`config.mk`:
```
export PLATFORM = sky130hd
export DESIGN_NAME = four_phase_arbiter
export DESIGN_NICKNAME = d
export VERILOG_FILES = /design/src/rtl/four_phase_arbiter.sv
export SDC_FILE = /design/constraint.sdc
export NUM_CORES = 1
export LEC_CHECK = 0
export CAP_MARGIN = 20
export CORE_MARGIN = 4
export CORE_UTILIZATION = 35
export DETAILED_ROUTE_END_ITERATION = 10
export GPL_TIMING_DRIVEN = 0
export PLACE_DENSITY_LB_ADDON = 0.25
export SLEW_MARGIN = 40
export SYNTH_ARGS = -nofsm -noshare
export SYNTH_HDL_FRONTEND = slang
export SYNTH_SLANG_ARGS = --single-unit
```
`constraint.sdc`:
```
create_clock -name clk_i -period 1.86 [get_ports clk_i]
set_clock_uncertainty 0.05 [all_clocks]
set_input_delay 0.279 -clock clk_i [delete_from_list [all_inputs] [get_ports clk_i]]
set_output_delay 0.279 -clock clk_i [all_outputs]
set_load 0.03 [all_outputs]
```
`src/rtl/four_phase_arbiter.sv`:
```
// Round-robin arbiter that funnels NREQ bundled-data requesters into a single
// four-phase (return-to-zero) handshake towards an asynchronous pipeline stage.
module four_phase_arbiter #(
  parameter int NREQ        = 4,
  parameter int DW          = 32,
  parameter int TIMEOUT     = 255,
  parameter int SYNC_STAGES = 2
) (
  input  logic                     clk_i,
  input  logic                     rst_ni,
  input  logic [NREQ-1:0]          req_valid_i,
  input  logic [NREQ*DW-1:0]       req_data_i,
  output logic [NREQ-1:0]          req_done_o,
  output logic [NREQ-1:0]          req_err_o,
  output logic                     hs_req_o,
  output logic [DW-1:0]            hs_data_o,
  input  logic                     hs_ack_i,
  output logic [$clog2(NREQ)-1:0]  grant_idx_o,
  output logic                     busy_o
);

  localparam int IW = $clog2(NREQ);
  localparam int CW = (TIMEOUT > 0) ? $clog2(TIMEOUT + 1) : 1;
  localparam logic [CW-1:0] CNT_MAX = CW'(TIMEOUT);

  typedef enum logic [2:0] {
    IDLE, SETUP, WAIT_HI, WAIT_LO, DONE, ERR, DRAIN
  } state_e;

  state_e                 state_q, state_d;
  logic [SYNC_STAGES-1:0] ackSync_q;
  logic                   ackS;
  logic [IW-1:0]          ptr_q;
  logic [IW-1:0]          grantIdx_q;
  logic [DW-1:0]          hsData_q;
  logic                   hsReq_q;
  logic [CW-1:0]          cnt_q;
  logic [IW-1:0]          pick;
  logic [IW-1:0]          cand;
  logic [IW-1:0]          ptrNext;
  logic                   timeoutHit;
  logic                   grantEdge;
  logic                   enterWait;
  logic [NREQ-1:0]        grantOneHot;

  always_ff @(posedge clk_i or negedge rst_ni) begin
    if (!rst_ni) begin
      ackSync_q <= '0;
    end else begin
      ackSync_q <= {ackSync_q[SYNC_STAGES-2:0], hs_ack_i};
    end
  end

  assign ackS = ackSync_q[SYNC_STAGES-1];

  // Scanning downwards lets the candidate closest to ptr overwrite all others.
  always_comb begin
    pick = ptr_q;
    cand = '0;
    for (int k = NREQ - 1; k >= 0; k--) begin
      cand = IW'((int'(ptr_q) + k) % NREQ);
      if (req_valid_i[cand]) begin
        pick = cand;
      end
    end
  end

  assign ptrNext    = (pick == IW'(NREQ - 1)) ? '0 : pick + 1'b1;
  assign timeoutHit = (TIMEOUT > 0) && (cnt_q == CNT_MAX);
  assign grantEdge  = (state_q == IDLE) && (state_d == SETUP);
  assign enterWait  = (state_d != state_q) && ((state_d == WAIT_HI) || (state_d == WAIT_LO));

  always_ff @(posedge clk_i or negedge rst_ni) begin
    if (!rst_ni) begin
      state_q <= IDLE;
    end else begin
      state_q <= state_d;
    end
  end

  // An ack edge always wins over a timeout seen in the same cycle.
  always_comb begin
    state_d = state_q;
    unique case (state_q)
      IDLE:    if ((|req_valid_i) && !ackS) state_d = SETUP;
      SETUP:   state_d = WAIT_HI;
      WAIT_HI: begin
        if (ackS)            state_d = WAIT_LO;
        else if (timeoutHit) state_d = ERR;
      end
      WAIT_LO: begin
        if (!ackS)           state_d = DONE;
        else if (timeoutHit) state_d = ERR;
      end
      DONE:    state_d = IDLE;
      ERR:     state_d = DRAIN;
      DRAIN:   if (!ackS) state_d = IDLE;
      default: state_d = IDLE;
    endcase
  end

  always_ff @(posedge clk_i or negedge rst_ni) begin
    if (!rst_ni) begin
      ptr_q      <= '0;
      grantIdx_q <= '0;
      hsData_q   <= '0;
      hsReq_q    <= 1'b0;
      cnt_q      <= '0;
    end else begin
      hsReq_q <= (state_d == WAIT_HI);
      if (grantEdge) begin
        ptr_q      <= ptrNext;
        grantIdx_q <= pick;
        hsData_q   <= req_data_i[pick*DW +: DW];
      end
      if (enterWait) begin
        cnt_q <= '0;
      end else if (((state_q == WAIT_HI) || (state_q == WAIT_LO)) && (cnt_q != '1)) begin
        cnt_q <= cnt_q + 1'b1;
      end
    end
  end

  assign grantOneHot = {{(NREQ-1){1'b0}}, 1'b1} << grantIdx_q;

  always_comb begin
    req_done_o = '0;
    req_err_o  = '0;
    busy_o     = (state_q != IDLE);
    if (state_q == DONE) req_done_o = grantOneHot;
    if (state_q == ERR)  req_err_o  = grantOneHot;
  end

  assign hs_req_o    = hsReq_q;
  assign hs_data_o   = hsData_q;
  assign grant_idx_o = grantIdx_q;

endmodule

```
==> results by group <==
Yosys
  – Synth Net Count: approximately 430
  – Post-synth ARST share: 1.000
  – Synth Instances: 292
  – Cell Area, Synth: 3213 µm²
  – Count leader, synth: mux2i_1
  – Syn avg cell area: roughly 11 µm²
  – Area contributors post-synth: dfrtp_1, mux2i_1, a221oi_2, nor2_1, buf_6
  – Area leader, netlist: dfrtp_1
  – Flop and latch count out of synthesis: 50
  – Yosys cell types: 39
  – Post-synth EDFFs: 0
  – Sequential area share after synthesis: 0.3894
  – Top FF cell, synth: dfrtp_1
  – Synth top cells by count: mux2i_1, nor2_1, dfrtp_1
  – Yosys top cell area share: 0.3894
  – Yosys warning total: 0

Worst hold path
  – Hold Startpoint: ackSync_q[0]
  – Worst min-delay path class: flop to flop
  – Hold Path Sink: ackSync_q[1]
  – Hold Path Depth: 0

Power
  – Worst IR Drop VDD: 617.0 µV
  – Cell internal pwr: ~4.3 mW
  – Psw: between 3 and 4 mW
  – Leak: between 2 and 2.5 nW
  – Seq pwr share: 0.251
  – Tot Pwr: ~7.5 mW
  – Sw Share: 0.4248
  – Comb power frac: 0.646
  – Share of total power in the clock network: 0.104
  – PD cells: between 1000 and 1500 nW/µm²

Timing
  – Slew HR: 0.6694
  – Setup TNS Final: -1.125 ns
  – Max-slew violations: 0
  – Fmax: slightly above 500 MHz
  – Final period demand of the worst path: 1.928 ns
  – RSZ-0062 raised after global routing: yes
  – Crit share post-route: 1.037
  – Worst-Margin Slew: about 0.49 ns
  – Endpoints failing setup: 31
  – Final Hold Fails: 0
  – Setup slack after layout: -0.06813 ns

Clocking
  – H-tree levels: 2
  – CTS sink cnt: 50
  – Clk slew on worst S/H paths: ~0.10 ns
  – Root Driver: clkbuf_8
  – CTS max path bufs: 2
  – CTS tree: built
  – CTS Buf Count: 5
  – Insertion delay to the later sink of the worst-skew pair: 0.31 ns

Finish
  – # diodes: 0
  – Area Growth Syn to Fin: 77.34%
  – Non-Filler Instances: ~610
  – NumNets Final: 636
  – Share of cells above drive strength 1: 0.2216

Detailed routing
  – Routed length per instance: around 18 µm
  – WL final: roughly 11,000 µm
  – Detail Route Antenna Nets: 0
  – Initial DRC count: 75
  – Drt pass-1 iters: 4
  – Via Count: about 3,100
  – Via/cell ratio: between 5 and 6
  – DRC: 0

Global route
  – Largest net degree at the start of global routing: 30
  – Initial antenna violation count: 0
  – Gr usage total: 0.1913
  – First-pass GRT wire length: 16,780 µm
  – Number of global-route vias before repair: 3,224
  – Overflow after GRT: 0

Setup path
  – WP buf/inv: 3
  – FF-to-FF path depth: 7
  – Slowest-stage cell, CP: dfrtp_2
  – CP Cell Sequence: or3_4 > or3_4 > nor2_8 > buf_12 > buf_8 > clkbuf_16 > a221oi_2
  – Arr. time, crit path: 2.07 ns
  – WP data required: around 2 ns
  – Cell family with most CP delay: simple AND/OR/NAND/NOR gates
  – Critical Path Most Common Cell: or3_4
  – CP Capture Type: flop
  – FF-to-FF setup slack: -0.07 ns
  – Highest cell delay on the worst timing path: 0.43 ns
  – CP max FO: 5
  – CP startpoint kind: flop
  – Setup CP Type: flop to flop
  – Worst R2R Start: state_q[1]
  – Reg2reg end: hs_data_o[16]

Floorplanning
  – DIE AREA: approximately 11,000 µm²
  – Core area: between 8000 and 9000 µm²
  – Placement Rows: 34
  – # IOs: between 150 and 200
  – Initial Util: 0.3649
  – Die Y: about 100 µm
  – Die width: roughly 100 µm

Place
  – Placed cell count: about 580
  – Count of buffers from port buffering: ~180
  – Detailed Place HPWL: approximately 8200 µm
  – GPL Wtd Cong: around 0.76

Status
  – Status: finished, violations left
  – Violations in the final reports: setup timing

Run
  – Max-Cap Viols: 0
## stage by stage
stage                     hold WS (ns)    util  setup slack (ns)  area (µm²)
final                           0.3184  0.6471          -0.06813        5698
after global routing            0.3382  0.6471           -0.1269        5698
after CTS                       0.3198  0.6275          -0.09112        5525
after detailed placement        0.1414  0.5845           -0.5733        5147
after global placement          0.2863  0.5826            -1.123        5130
after floorplan               -0.06659       -          -0.07000        3213
## worst max path at each step
stage / start / endpoint / slack [ns] / cells past startpoint
finish: state_q[1] / hs_data_o[16] / -0.07 / 7
CTS: state_q[1] / hs_data_o[28] / -0.09 / 6
global placement: rst_ni / hs_data_o[10] / -1.12 / 1
detailed placement: req_valid_i[2] / hs_data_o[26] / -0.57 / 8
floorplan: state_q[1] / hs_data_o[10] / -0.07 / 6
global route: state_q[1] / hs_data_o[19] / -0.13 / 7
## state kept, by name, indices dropped and copies added, names as in the netlist
| name | count |
|---|---|
| hs_data_o | 32 |
| state_q | 3 |
| cnt_q | 8 |
| ptr_q | 2 |
| grant_idx_o | 2 |
| ackSync_q | 2 |
| hs_req_o | 1 |
## repair_timing
action / CTS / global route
gates resized for setup: 83 / 34
setup buffers: 17 / 3
hold endpoints to repair: 21 / 0
pin swaps: 8 / 15
endpoints found under the setup margin: 44 / 46
hold buffers: 1 / 0
gates cloned: 2 / 3
## per-layer routing
metal  GRT usage  wire (µm)
met2      0.3445       5634
met5           0          0
met4     0.03704        153
met1      0.2276       4355
met3     0.05410        671
## layout make-up
type	count	area, µm²
Buffer	17	237.7
Tap cell	108	135.1
Multi-Input combinational cell	218	1849
Timing Repair Buffer	205	2100
Clock inverter	3	40.04
Sequential cell	50	1256
Inverter	3	11.26
Fill cell	703	3108
Clock buffer	5	68.82
## power by group through the flow
stage	clock network [mW]	logic (mW)	registers, mW
floorplan	0	2.04	2.59
global placement	0	4.26	1.89
detailed placement	0	4.32	1.91
CTS	0.795	4.71	1.87
global route	0.850	5.19	1.96
finish	0.783	4.87	1.89
## logic make-up (layout without fill, tap and decap cells)
group	Yosys count	in the layout	synth area share
adders and majority gates	2	2	0.007009
buffers and inverters	24	233	0.05257
muxes	65	65	0.2025
and+or+nand+nor	92	92	0.1418
xor gates and xnor gates	7	7	0.01908
DFF	50	50	0.3894
AOI/OAI and AO/OA	52	52	0.1877
## layout by cell type, fill, tap and decap left out, types with 4 or more instances in the layout
cell and count:
a21oi_1 4, buf_12 9, buf_6 7, dfrtp_1 46, nand2_1 10, clkbuf_8 5, nand3_1 4, dfrtp_2 4
o21ai_0 6, mux2i_1 62, a221oi_2 33, clkdlybuf4s50_1 162, nor2b_1 5, xor2_1 4, dlygate4sd2_1 4, buf_4 22
nor2_1 50
Power figures use the tool's default switching activity.
